$ cat src/rtl/alu_op_sequencer_if.sv
// alu_op_sequencer_if: command, ALU and response signals of the ALU operation
// sequencer. The master modport is the host/ALU side; the slave modport is the
// sequencer itself.
interface alu_op_sequencer_if #(
   parameter int bus = 4
);
   logic           cmd_valid;
   logic           cmd_ready;
   logic           cmd_mul;
   logic [3:0]     cmd_fun;
   logic [bus-1:0] cmd_a;
   logic [bus-1:0] cmd_b;
   logic [bus-1:0] alu_a;
   logic [bus-1:0] alu_b;
   logic [3:0]     alu_fun;
   logic [bus-1:0] alu_s;
   logic [3:0]     alu_cnvz;
   logic           rsp_valid;
   logic           rsp_ready;
   logic [bus-1:0] rsp_result;
   logic [3:0]     rsp_cnvz;
   logic           rsp_err;

   modport master (
      output cmd_valid, cmd_mul, cmd_fun, cmd_a, cmd_b,
      input  cmd_ready,
      input  alu_a, alu_b, alu_fun,
      output alu_s, alu_cnvz,
      input  rsp_valid, rsp_result, rsp_cnvz, rsp_err,
      output rsp_ready
   );

   modport slave (
      input  cmd_valid, cmd_mul, cmd_fun, cmd_a, cmd_b,
      output cmd_ready,
      output alu_a, alu_b, alu_fun,
      input  alu_s, alu_cnvz,
      output rsp_valid, rsp_result, rsp_cnvz, rsp_err,
      input  rsp_ready
   );
endinterface

$ cat src/rtl/alu_op_sequencer.sv
// alu_op_sequencer: accepts one ALU command at a time, drives an external ALU
// from registered operands and returns result/flags on a response channel.
// Optional macro ALU_SEQ_MUL_EN adds an unsigned multiply built from bus
// repeated ALU additions (shift-and-add); without it a multiply command is
// answered with rsp_err=1 and the ALU outputs are left untouched.
module alu_op_sequencer #(
   parameter int bus = 4
) (
   input  logic                 clk,
   input  logic                 rst,
   alu_op_sequencer_if.slave    sif
);

   localparam logic [3:0] FUN_ADD = 4'b1000;

`ifdef ALU_SEQ_MUL_EN
   localparam int             CW        = (bus > 1) ? $clog2(bus) : 1;
   localparam logic [CW-1:0]  LAST_ITER = CW'(bus - 1);

   typedef enum logic [1:0] {
      ST_IDLE = 2'd0,
      ST_EXEC = 2'd1,
      ST_DONE = 2'd2,
      ST_MUL  = 2'd3
   } state_t;

   // Flags of a multiply result: no carry/overflow, sign and zero from the value.
   function automatic logic [3:0] mul_flags(input logic [bus-1:0] res);
      mul_flags = {1'b0, res[bus-1], 1'b0, (res == {bus{1'b0}})};
   endfunction
`else
   typedef enum logic [1:0] {
      ST_IDLE = 2'd0,
      ST_EXEC = 2'd1,
      ST_DONE = 2'd2,
      ST_REJ  = 2'd3
   } state_t;
`endif

   state_t          r_state;
   state_t          w_state_nxt;
   logic            w_accept;
   logic            w_cmd_ready_nxt;
   logic            w_rsp_valid_nxt;

   logic            r_cmd_ready;
   logic            r_rsp_valid;
   logic [bus-1:0]  r_rsp_result;
   logic [3:0]      r_rsp_cnvz;
   logic            r_rsp_err;
   logic [bus-1:0]  r_alu_a;
   logic [bus-1:0]  r_alu_b;
   logic [3:0]      r_alu_fun;

`ifdef ALU_SEQ_MUL_EN
   logic [bus-1:0]  r_acc;
   logic [bus-1:0]  r_mcand;
   logic [bus-1:0]  r_mplr;
   logic [CW-1:0]   r_cnt;
   logic [bus-1:0]  w_acc_nxt;
   logic [bus-1:0]  w_mcand_nxt;

   // Partial product is added in only when the current multiplier bit is set.
   assign w_acc_nxt   = r_mplr[0] ? sif.alu_s : r_acc;
   assign w_mcand_nxt = r_mcand << 1;
`endif

   // State register plus the registered handshake outputs that follow it.
   always_ff @(posedge clk or posedge rst) begin
      if (rst) begin
         r_state     <= ST_IDLE;
         r_cmd_ready <= 1'b1;
         r_rsp_valid <= 1'b0;
      end else begin
         r_state     <= w_state_nxt;
         r_cmd_ready <= w_cmd_ready_nxt;
         r_rsp_valid <= w_rsp_valid_nxt;
      end
   end

   // Next-state decode; handshake outputs are precomputed from the next state.
   always_comb begin
      w_state_nxt = r_state;
      w_accept    = 1'b0;
      case (r_state)
         ST_IDLE: begin
            if (sif.cmd_valid && r_cmd_ready) begin
               w_accept = 1'b1;
               if (sif.cmd_mul) begin
`ifdef ALU_SEQ_MUL_EN
                  w_state_nxt = ST_MUL;
`else
                  w_state_nxt = ST_REJ;
`endif
               end else begin
                  w_state_nxt = ST_EXEC;
               end
            end else begin
               w_state_nxt = ST_IDLE;
            end
         end
         ST_EXEC: begin
            w_state_nxt = ST_DONE;
         end
`ifdef ALU_SEQ_MUL_EN
         ST_MUL: begin
            if (r_cnt == LAST_ITER) begin
               w_state_nxt = ST_DONE;
            end else begin
               w_state_nxt = ST_MUL;
            end
         end
`else
         ST_REJ: begin
            w_state_nxt = ST_DONE;
         end
`endif
         ST_DONE: begin
            if (sif.rsp_ready) begin
               w_state_nxt = ST_IDLE;
            end else begin
               w_state_nxt = ST_DONE;
            end
         end
         default: begin
            w_state_nxt = ST_IDLE;
         end
      endcase
      w_cmd_ready_nxt = (w_state_nxt == ST_IDLE);
      w_rsp_valid_nxt = (w_state_nxt == ST_DONE);
   end

   // Operand capture, ALU drive, multiply iteration and response capture.
   always_ff @(posedge clk or posedge rst) begin
      if (rst) begin
         r_rsp_result <= {bus{1'b0}};
         r_rsp_cnvz   <= 4'b0000;
         r_rsp_err    <= 1'b0;
         r_alu_a      <= {bus{1'b0}};
         r_alu_b      <= {bus{1'b0}};
         r_alu_fun    <= 4'b0000;
`ifdef ALU_SEQ_MUL_EN
         r_acc        <= {bus{1'b0}};
         r_mcand      <= {bus{1'b0}};
         r_mplr       <= {bus{1'b0}};
         r_cnt        <= {CW{1'b0}};
`endif
      end else begin
         case (r_state)
            ST_IDLE: begin
               if (w_accept) begin
                  if (!sif.cmd_mul) begin
                     r_alu_a   <= sif.cmd_a;
                     r_alu_b   <= sif.cmd_b;
                     r_alu_fun <= sif.cmd_fun;
                  end else begin
`ifdef ALU_SEQ_MUL_EN
                     // First iteration adds the multiplicand onto a zero accumulator.
                     r_acc     <= {bus{1'b0}};
                     r_mcand   <= sif.cmd_a;
                     r_mplr    <= sif.cmd_b;
                     r_cnt     <= {CW{1'b0}};
                     r_alu_a   <= {bus{1'b0}};
                     r_alu_b   <= sif.cmd_a;
                     r_alu_fun <= FUN_ADD;
`else
                     // Rejected multiply leaves the ALU drive untouched.
                     r_alu_a   <= r_alu_a;
`endif
                  end
               end
            end
            ST_EXEC: begin
               r_rsp_result <= sif.alu_s;
               r_rsp_cnvz   <= sif.alu_cnvz;
               r_rsp_err    <= 1'b0;
            end
`ifdef ALU_SEQ_MUL_EN
            ST_MUL: begin
               r_acc   <= w_acc_nxt;
               r_mcand <= w_mcand_nxt;
               r_mplr  <= r_mplr >> 1;
               if (r_cnt == LAST_ITER) begin
                  r_cnt        <= {CW{1'b0}};
                  r_rsp_result <= w_acc_nxt;
                  r_rsp_cnvz   <= mul_flags(w_acc_nxt);
                  r_rsp_err    <= 1'b0;
               end else begin
                  r_cnt   <= r_cnt + {{(CW-1){1'b0}}, 1'b1};
                  r_alu_a <= w_acc_nxt;
                  r_alu_b <= w_mcand_nxt;
               end
            end
`else
            ST_REJ: begin
               r_rsp_result <= {bus{1'b0}};
               r_rsp_cnvz   <= 4'b0000;
               r_rsp_err    <= 1'b1;
            end
`endif
            ST_DONE: begin
               r_rsp_result <= r_rsp_result;
            end
            default: begin
               r_rsp_result <= r_rsp_result;
            end
         endcase
      end
   end

   assign sif.cmd_ready  = r_cmd_ready;
   assign sif.rsp_valid  = r_rsp_valid;
   assign sif.rsp_result = r_rsp_result;
   assign sif.rsp_cnvz   = r_rsp_cnvz;
   assign sif.rsp_err    = r_rsp_err;
   assign sif.alu_a      = r_alu_a;
   assign sif.alu_b      = r_alu_b;
   assign sif.alu_fun    = r_alu_fun;

endmodule
$ cat src/flat_wrapper.sv
// flat-port wrapper written by rule: the top's interface ports become plain ports
module alu_op_sequencer_flat 
#(
   parameter int bus = 4
)
  (clk, rst, sif_cmd_valid, sif_cmd_mul, sif_cmd_fun, sif_cmd_a, sif_cmd_b, sif_cmd_ready, sif_alu_a, sif_alu_b, sif_alu_fun, sif_alu_s, sif_alu_cnvz, sif_rsp_valid, sif_rsp_result, sif_rsp_cnvz, sif_rsp_err, sif_rsp_ready);
  alu_op_sequencer_if #(.bus(bus)) sif_i ();
  input  logic clk;
  input  logic rst;
  input wire logic [$bits(sif_i.cmd_valid)-1:0] sif_cmd_valid;
  input wire logic [$bits(sif_i.cmd_mul)-1:0] sif_cmd_mul;
  input wire logic [$bits(sif_i.cmd_fun)-1:0] sif_cmd_fun;
  input wire logic [$bits(sif_i.cmd_a)-1:0] sif_cmd_a;
  input wire logic [$bits(sif_i.cmd_b)-1:0] sif_cmd_b;
  output wire logic [$bits(sif_i.cmd_ready)-1:0] sif_cmd_ready;
  output wire logic [$bits(sif_i.alu_a)-1:0] sif_alu_a;
  output wire logic [$bits(sif_i.alu_b)-1:0] sif_alu_b;
  output wire logic [$bits(sif_i.alu_fun)-1:0] sif_alu_fun;
  input wire logic [$bits(sif_i.alu_s)-1:0] sif_alu_s;
  input wire logic [$bits(sif_i.alu_cnvz)-1:0] sif_alu_cnvz;
  output wire logic [$bits(sif_i.rsp_valid)-1:0] sif_rsp_valid;
  output wire logic [$bits(sif_i.rsp_result)-1:0] sif_rsp_result;
  output wire logic [$bits(sif_i.rsp_cnvz)-1:0] sif_rsp_cnvz;
  output wire logic [$bits(sif_i.rsp_err)-1:0] sif_rsp_err;
  input wire logic [$bits(sif_i.rsp_ready)-1:0] sif_rsp_ready;
  assign sif_i.cmd_valid = sif_cmd_valid;
  assign sif_i.cmd_mul = sif_cmd_mul;
  assign sif_i.cmd_fun = sif_cmd_fun;
  assign sif_i.cmd_a = sif_cmd_a;
  assign sif_i.cmd_b = sif_cmd_b;
  assign sif_cmd_ready = sif_i.cmd_ready;
  assign sif_alu_a = sif_i.alu_a;
  assign sif_alu_b = sif_i.alu_b;
  assign sif_alu_fun = sif_i.alu_fun;
  assign sif_i.alu_s = sif_alu_s;
  assign sif_i.alu_cnvz = sif_alu_cnvz;
  assign sif_rsp_valid = sif_i.rsp_valid;
  assign sif_rsp_result = sif_i.rsp_result;
  assign sif_rsp_cnvz = sif_i.rsp_cnvz;
  assign sif_rsp_err = sif_i.rsp_err;
  assign sif_i.rsp_ready = sif_rsp_ready;
  alu_op_sequencer #(.bus(bus)) u_core (.clk(clk), .rst(rst), .sif(sif_i));
endmodule
$ cat config.mk
export PLATFORM = sky130hd
export DESIGN_NAME = alu_op_sequencer_flat
export DESIGN_NICKNAME = d
export VERILOG_FILES = /design/src/rtl/alu_op_sequencer_if.sv /design/src/rtl/alu_op_sequencer.sv /design/src/flat_wrapper.sv
export SDC_FILE = /design/constraint.sdc
export NUM_CORES = 1
export LEC_CHECK = 0
export CORE_MARGIN = 2
export CORE_UTILIZATION = 53
export CTS_CLUSTER_SIZE = 10
export DETAILED_ROUTE_END_ITERATION = 6
export DONT_BUFFER_PORTS = 1
export PLACE_DENSITY = 0.71
export SLEW_MARGIN = 0
export SYNTH_ARGS = -nofsm -noshare
export SYNTH_HDL_FRONTEND = slang
export SYNTH_SLANG_ARGS = --single-unit
$ cat constraint.sdc
create_clock -name clk -period 1.5 [get_ports clk]
set_clock_uncertainty 0.05 [all_clocks]
set_input_delay 0.375 -clock clk [delete_from_list [all_inputs] [get_ports clk]]
set_output_delay 0.375 -clock clk [all_outputs]
set_load 0.1 [all_outputs]
Word-level counts from Yosys, hierarchy flattened
Cells that the tools add are included.
{"block": "totals", "register_bits": 25, "in_bits": 25, "out_inout_bits": 23, "elab_cells": 29}
{"block": "classes", "n_eq_ne": 4, "n_mux": 9, "n_bitwise": 1, "n_reduce_logical": 6}
{"cell": "case mux 4 bit (2 select lines)", "count": 2}
{"cell": "equality test 2 bit, second input constant", "count": 3}
{"cell": "two-way mux 2 bit", "count": 3}
{"cell": "case mux 2 bit (3 select lines)", "count": 1}
{"cell": "logical NOT 2 bit", "count": 2}
{"cell": "AND reduction 3 bit", "count": 1}
{"cell": "equality test 2 x 1 -> 1 bit, second input constant", "count": 1}
{"cell": "two-way mux 1 bit", "count": 2}
{"cell": "case mux 1 bit (2 select lines)", "count": 1}
{"cell": "nonzero test 2 bit", "count": 1}
{"cell": "OR reduction 2 bit", "count": 1}
{"cell": "logical AND 1 bit", "count": 1}
{"cell": "inverter 1 bit", "count": 1}

Logic depth before layout (Yosys ltp)
Gate-level depths: netlist of run 1.
{"block": "depth", "word_depth": 4, "ltp_mapped": 4}

Least setup slack after synthesis of run 1
No wires, ideal clock.
{"block": "synth_timing", "path_type": "register to register", "from": "register u_core.r_cmd_ready, in the netlist u_core.sif.cmd_ready", "to": "register u_core.r_alu_a[2], in the netlist u_core.sif.alu_a[2]", "setup_time_ns": 0.126, "arrival_ns": 1.783, "required_ns": 1.324, "slack_ns": -0.459, "stages_incl_launch_ff": 5, "path_buffers": 1, "synth_period_minus_slack_ns": 1.959, "cell_sequence": "dfstp_2 -> and4bb_4 -> nor2b_4 -> buf_12 -> mux2_4"}
{"block": "synth_via", "elab_chain_len": 4}
{"item": "start: declaration", "line": "alu_op_sequencer.sv:46", "source": "logic r_cmd_ready;"}
{"item": "start signal: assignment", "line": "alu_op_sequencer.sv:76", "source": "r_cmd_ready <= w_cmd_ready_nxt;"}
{"item": "logical AND 1 bit", "line": "alu_op_sequencer.sv:87", "source": "if (sif.cmd_valid && r_cmd_ready) begin"}
{"item": "two-way mux 1 bit", "line": "alu_op_sequencer.sv:87"}
{"item": "two-way mux 1 bit", "line": "alu_op_sequencer.sv:85", "source": "case (r_state)"}
{"item": "AND reduction 3 bit (no line)"}
{"item": "end signal: assignment", "line": "alu_op_sequencer.sv:139", "source": "r_alu_a <= {bus{1'b0}};"}
{"item": "end signal: assignment", "line": "alu_op_sequencer.sv:153", "source": "r_alu_a <= sif.cmd_a;"}
{"item": "end signal: assignment", "line": "alu_op_sequencer.sv:168", "source": "r_alu_a <= r_alu_a;"}
{"item": "end: declaration", "line": "alu_op_sequencer.sv:51", "source": "logic [bus-1:0] r_alu_a;"}
No other way between the ends.
A chain may end at the register's enable or synchronous reset.

Final worst setup path of run 1
{"block": "layout_timing", "from": "register u_core.r_cmd_ready, in the netlist u_core.sif.cmd_ready", "to": "register u_core.r_alu_b[3], in the netlist u_core.sif.alu_b[3]"}
{"block": "layout_via", "elab_chain_len": 4}
{"item": "logical AND 1 bit", "line": "alu_op_sequencer.sv:87"}
{"item": "two-way mux 1 bit", "line": "alu_op_sequencer.sv:87"}
{"item": "two-way mux 1 bit", "line": "alu_op_sequencer.sv:85"}
{"item": "AND reduction 3 bit (no line)"}
{"item": "end signal: assignment", "line": "alu_op_sequencer.sv:140", "source": "r_alu_b <= {bus{1'b0}};"}
{"item": "end signal: assignment", "line": "alu_op_sequencer.sv:154", "source": "r_alu_b <= sif.cmd_b;"}
{"item": "end: declaration", "line": "alu_op_sequencer.sv:52", "source": "logic [bus-1:0] r_alu_b;"}
No other way between the ends.

==> impl_metrics.toml, run 1 <==
[placed_design]
port_buffers = 0
dp.cells = 123
hpwl_mm = 1.386
gp_congestion = 0.6794
dpl-instance-area_mm2 = 0.001269

[worst_setup_path]
crit_fanout = 10
critPathTopFamily = "flip-flops"
cp_num_buf_inv = 1
crit_path_end = "u_core.sif.alu_b[3]"
r2r_slack_ps = -170
crit-reg2reg-launch = "u_core.sif.cmd_ready"
worstSetupStartpointType = "flip-flop"
crit_required_ps = 1650
cp_slowest_cell = "dfstp_4"
reg2regPathDepth = 4
path_class = "reg2reg"
path_cells = "and4bb_4 > nor2b_4 > buf_12 > mux2_4"
arrival_ps = 1820
max_stage_delay_ps = 630
crit_start = "u_core.sif.cmd_ready"
crit_path_end_kind = "flip-flop"
cp.depth = 4
r2r-end = "u_core.sif.alu_b[3]"

[min_path]
worstHoldPathType = "in2reg"
holdCritStartpoint = "sif_cmd_mul"

[cells_and_area]
final_area_mm2 = 0.001338
final_cell_mix = "25 x buf_4, 24 x dfrtp_1, 11 x mux2_4, 10 x inv_1"
drive_above_1_share_pct = 47.62
area_growth_pct = 33.62
nets = 131
mostFrequentLayoutCell = "buf_4"
fin_util_pct = 76.63
diodes = 0
finalNonFillerCells = 130

[global_routing]
grt_usage_pct = 19.87
grt_pass1_wl_mm = 2.932
grt_max_degree = 26
use_met3_pct = 3.774
met2_usage_pct = 35.14
grt_antenna_before_repair = 0
grt_overflow = 0
grt_pass1_vias = 614
use_met1_pct = 22.83
busiest_layer = "met2"

[clock_network]
clk_latency_ps = 310
cts_max_path_buffers = 2
cts_buffers = 3
htreeDepth = 1
clock_sinks = 25
clk_pin_slew_ps = 130
clockRootBuffer = "clkbuf_4"
cts_tree = "yes"

[drt]
first_pass_iters = 4
wire_per_inst_um = 15.39
drt-initial-drc-count = 1
vias = 629
wirelength_mm = 2.001
route.detailed.drc = 0
viasPerCell = 4.838
ant_nets = 0

[synth]
syn_inst = 73
yosysWarnings = 0
netlist_area_mm2 = 0.001001
yosysUniqueCellTypes = 14
synthesis.nets = 98
synth-seq-area-share_pct = 62.63
avgSynthCellArea_um2 = 13.71
synth_seq_cells = 25

[sta]
slew_violations = 0
fin_hold_ws_ps = 122.0
hold_viol_final = 0
setup_viol = 13
max_freq_mhz = 598.2
period_minus_slack_ps = 1672
tightestPinTransition_ps = 507.9
rsz0062_at_grt = "true"
fin_ws_ps = -171.7
slew_headroom_pct = 66.07
fin_crit_sh_pct = 111.4

[die]
ios = 48
initial_utilization_pct = 57.35
fp.dieH_um = 47.46
die_x_um = 47.46
rows = 15
coreArea_mm2 = 0.001745
dieArea_mm2 = 0.002252

[status]
status = "finished with violations"
violations = "setup timing"

[job]
max_cap_viol_count = 0
==> state kept, by name (all words and copies together) (netlist names) <==
register               flops
u_core.sif.rsp_valid       1
u_core.r_state             2
u_core.sif.rsp_cnvz        4
u_core.sif.alu_a           4
u_core.sif.cmd_ready       1
u_core.sif.rsp_result      4
u_core.sif.alu_fun         4
u_core.sif.alu_b           4
u_core.sif.rsp_err         1
==> layer usage <==
metal | vias up | share of wire (%) | routed length, um
met5 | - | 0 | 0
met4 | 0 | 0.90 | 18
met3 | 2 | 3.7 | 74
met2 | 23 | 56 | 1118
met1 | 308 | 39 | 790
li1 | 296 | - | -
==> Yosys cell counts <==
cell type   n  share of area [%]
and4bb_4    1                1.6
nor2b_1     1               0.63
nor2_1      1               0.37
buf_12      1                2.0
dfstp_2     1                2.6
dfrtp_1    24                 60
o21ai_0     8                4.0
nor2b_4     1                1.4
mux2_2      3                3.4
mux2_4     10                 15
nand2_1     8                3.0
inv_1      10                3.8
clkbuf_1    2               0.75
a21o_1      2                1.5
==> final cells by class <==
| class | instances | area (um^2) |
|---|---|---|
| clock buffers | 3 | 22.52 |
| clock inverters | 1 | 5.005 |
| fillers | 122 | 407.9 |
| inverters | 10 | 37.54 |
| multi-input cells | 35 | 312.8 |
| flip-flops and latches | 25 | 630.6 |
| well taps | 25 | 31.28 |
| repair buffers | 31 | 297.8 |
==> per-stage QoR <==
stage,setup WS [ps],setup TNS (ps)
floorplan,-350.4,-3996
global placement,-135.7,-1380
detailed placement,-168.6,-1660
CTS,-168.1,-1990
global route,-217.8,-2610
finish,-171.7,-2001
==> how the worst min path moves through the flow <==
stage,endpoint,cells after the start,slack (ps)
global route,u_core.r_state[1],1,110
floorplan,u_core.r_state[0],1,350
finish,u_core.r_state[1],1,120
CTS,u_core.r_state[1],1,110
detailed placement,u_core.sif.alu_b[3],2,280
global placement,u_core.sif.alu_a[3],2,280
==> timing repair <==
action | CTS | global route
hold buffers | 1 | 0
pin swaps | 0 | 0
hold endpoints to repair | 24 | 0
gates resized for setup | 4 | 0
buffers inserted | 2 | 0
setup endpoints to repair | 13 | 13
==> cell families (layout without fill, tap and decap cells) <==
kind of cell           Yosys count  count (layout)  synth area share (%)
and+or+nand+nor                 12              12                 7.000
muxes                           13              13                 18.37
DFF                             25              25                 62.63
AOI/OAI and AO/OA               10              10                 5.500
buffers and inverters           13              45                 6.501
Power of run 1 is not shown: default switching activity piles up to over one toggle a cycle in this logic, so the estimate is an artifact.
==> inputs of run 2 (changes only) <==
--- a/config.mk
+++ b/config.mk
@@ -7,7 +7,6 @@
 export LEC_CHECK = 0
 export CORE_MARGIN = 2
 export CORE_UTILIZATION = 53
-export CTS_CLUSTER_SIZE = 10
 export DETAILED_ROUTE_END_ITERATION = 6
 export DONT_BUFFER_PORTS = 1
 export PLACE_DENSITY = 0.71
==> results of run 2 <==
Final layout, timing and power as in run 1 (identical DEF).
Power of run 2 is left out for the same reason.
==> inputs of run 3 (changes only) <==
--- a/config.mk
+++ b/config.mk
@@ -10,6 +10,7 @@
 export DETAILED_ROUTE_END_ITERATION = 6
 export DONT_BUFFER_PORTS = 1
 export PLACE_DENSITY = 0.71
+export SETUP_SLACK_MARGIN = 0.02
 export SLEW_MARGIN = 0
 export SYNTH_ARGS = -nofsm -noshare
 export SYNTH_HDL_FRONTEND = slang
==> results of run 3 <==
Final layout, timing and power as in run 1 (identical DEF).
Power of run 3 is left out for the same reason.
==> RTL edit, RTL diff (flow settings as in run 1) <==
`bus` is set to 4 in 3 places; all go to 5.
--- a/src/rtl/alu_op_sequencer_if.sv
+++ b/src/rtl/alu_op_sequencer_if.sv
@@ -2,7 +2,7 @@
 // sequencer. The master modport is the host/ALU side; the slave modport is the
 // sequencer itself.
 interface alu_op_sequencer_if #(
-   parameter int bus = 4
+   parameter int bus = 5
 );
    logic           cmd_valid;
    logic           cmd_ready;
--- a/src/rtl/alu_op_sequencer.sv
+++ b/src/rtl/alu_op_sequencer.sv
@@ -4,7 +4,7 @@
 // repeated ALU additions (shift-and-add); without it a multiply command is
 // answered with rsp_err=1 and the ALU outputs are left untouched.
 module alu_op_sequencer #(
-   parameter int bus = 4
+   parameter int bus = 5
 ) (
    input  logic                 clk,
    input  logic                 rst,
--- a/src/flat_wrapper.sv
+++ b/src/flat_wrapper.sv
@@ -1,7 +1,7 @@
 // flat-port wrapper written by rule: the top's interface ports become plain ports
 module alu_op_sequencer_flat 
 #(
-   parameter int bus = 4
+   parameter int bus = 5
 )
   (clk, rst, sif_cmd_valid, sif_cmd_mul, sif_cmd_fun, sif_cmd_a, sif_cmd_b, sif_cmd_ready, sif_alu_a, sif_alu_b, sif_alu_fun, sif_alu_s, sif_alu_cnvz, sif_rsp_valid, sif_rsp_result, sif_rsp_cnvz, sif_rsp_err, sif_rsp_ready);
   alu_op_sequencer_if #(.bus(bus)) sif_i ();
Ports: changed (6 resized); port bits go from 48 to 54. No check against the original RTL was run, so the function may have changed too.
==> RTL edit against run 1 <==
The run still ends with setup timing left. Synthesized area grew 12%. Wire length is 1.3% higher. Final area up 12%. Sequential share of layout area up 0.13 points. Synthesized cell count increased by 12%. First-iteration DRC count grew to 12 times the old value. Sequential cell count up 3. Critical endpoint is now u_core.sif.alu_b[0]$_DFFE_PP0P_. Count of clock-buffer cells in the layout rose by 1. Worst hold slack improved by 5.9 ps. Die area grew 11%. Setup slack got worse by 5.4 ps. Largest cell class unchanged.
Power is left out: the tool's default activity adds up to more than one toggle a clock period on the data nets, which glitch-free logic cannot reach.
==> RTL edit: results (changes against run 1) <==
{| class="wikitable"
! Metric !! Value
|-
| Worst setup slack after layout || -177 ps (-5.38 ps)
|-
| Critical path fanouts, max || 14 (+4)
|-
| HPWL reported at the end of detailed placement || 1520 um (+9.6%)
|-
| #MultiIn Comb || 39 (+11%)
|-
| Buffer share of cell area || 21.8% (-0.47 points)
|-
| Hold path startpoint || sif_alu_cnvz[0]
|-
| Row count || 16 (+1)
|-
| Hold Path End || u_core.sif.rsp_cnvz[0]$_DFFE_PP0P_
|-
| Number of iterations in the first detailed-routing pass || 2 (-2)
|-
| Worst rel slew slack || 76.7% (+11 points)
|-
| Leading cell types by total area after synthesis || dfrtp_1, mux2_4, mux2_2
|-
| Data arrival time of the worst path || 1840 ps (+20 ps)
|-
| Yosys cell types || 15 (+1)
|-
| Number of nets produced by synthesis || 110 (+12%)
|-
| Overall Global Routing Usage || 18.0% (-1.9 points)
|-
| Non-filler instance count after layout || 142 (+9.2%)
|-
| Flip-flop and latch area || 706 um^2 (+12%)
|-
| Last weighted congestion value of the routability-driven placer || 0.594 (-13%)
|-
| Post-route worst hold slack || 128 ps (+5.92 ps)
|-
| Final clock-cell share || 2.43% (+0.37 points)
|-
| Final-layout clock buffer total || 4 (+1)
|-
| Proportion of layout cells with a drive suffix above 1 || 47.8% (+0.21 points)
|-
| Number of non-clock buffers || 33 (+6.5%)
|-
| Met2 WL post-DR || 1020 um (-8.8%)
|-
| Via count || 675 (+7.3%)
|-
| Global-route track usage on met3 || 4.55% (+0.77 points)
|-
| Outcome || finished, violations left
|-
| Vias in the first global route || 699 (+14%)
|-
| Filler cell count || 136 (+11%)
|-
| Final setup vio count || 15 (+2)
|-
| Global-route met1 utilization || 25.8% (+2.9 points)
|-
| Violations in the final reports || setup timing
|-
| Capture instance of the worst register-to-register path || u_core.sif.alu_b[0]$_DFFE_PP0P_
|-
| Area occupied by multi-input gates || 350 um^2 (+12%)
|-
| Initial drt markers || 12 (+11)
|-
| Routed met3 length || 133 um (+80%)
|-
| Post-synth top cells || dfrtp_1, inv_1, mux2_4, nand2_1, o21ai_0
|-
| Count of inverters not on the clock network in the layout || 11 (+1)
|-
| Placement Cell Area || 0.00142 mm^2 (+12%)
|-
| Hold Path Stages || 2 (+1)
|}
-- RTL edit: how the worst max path moves through the flow --
| stage | start | endpoint | slack (ps) | cells past startpoint |
|---|---|---|---|---|
| 6_report | u_core.sif.cmd_ready$_DFF_PP1_ | u_core.sif.alu_b[0]$_DFFE_PP0P_ | -180 | 4 |
| 5_1_grt | u_core.sif.cmd_ready$_DFF_PP1_ | u_core.sif.alu_a[3]$_DFFE_PP0P_ | -220 | 4 |
| 4_1_cts | u_core.sif.cmd_ready$_DFF_PP1_ | u_core.sif.alu_b[0]$_DFFE_PP0P_ | -190 | 4 |
| 3_5_place_dp | u_core.sif.cmd_ready$_DFF_PP1_ | u_core.sif.alu_a[2]$_DFFE_PP0P_ | -170 | 4 |
| 3_3_place_gp | u_core.sif.cmd_ready$_DFF_PP1_ | u_core.sif.alu_a[1]$_DFFE_PP0P_ | -140 | 4 |
| 2_1_floorplan | u_core.sif.cmd_ready$_DFF_PP1_ | u_core.sif.alu_a[0]$_DFFE_PP0P_ | -400 | 5 |
-- RTL edit: cell families (layout without fill, tap and decap cells) --
kind of cell	after synthesis	in the layout	share of synthesized area (%)
buffers and inverters	15	48	7.14
muxes	15	15	18.4
AOI/OAI and AO/OA	11	11	5.35
and+or+nand+nor	13	13	6.58
DFF	28	28	62.5
-- RTL edit: what timing repair did --
action,CTS,global route
gates cloned,0,0
hold endpoints to repair,27,0
hold buffers,1,0
setup buffers,1,0
setup endpoints to repair,15,24
gates resized for setup,4,2
-- RTL edit: metrics by stage --
step,TNS [ps],setup WS (ps),util (%)
after floorplan,-5140,-397,-
after global placement,-1670,-141,71.5
after detailed placement,-1980,-172,71.5
after CTS,-2410,-185,75.0
after global routing,-2810,-215,75.3
final,-2240,-177,75.3
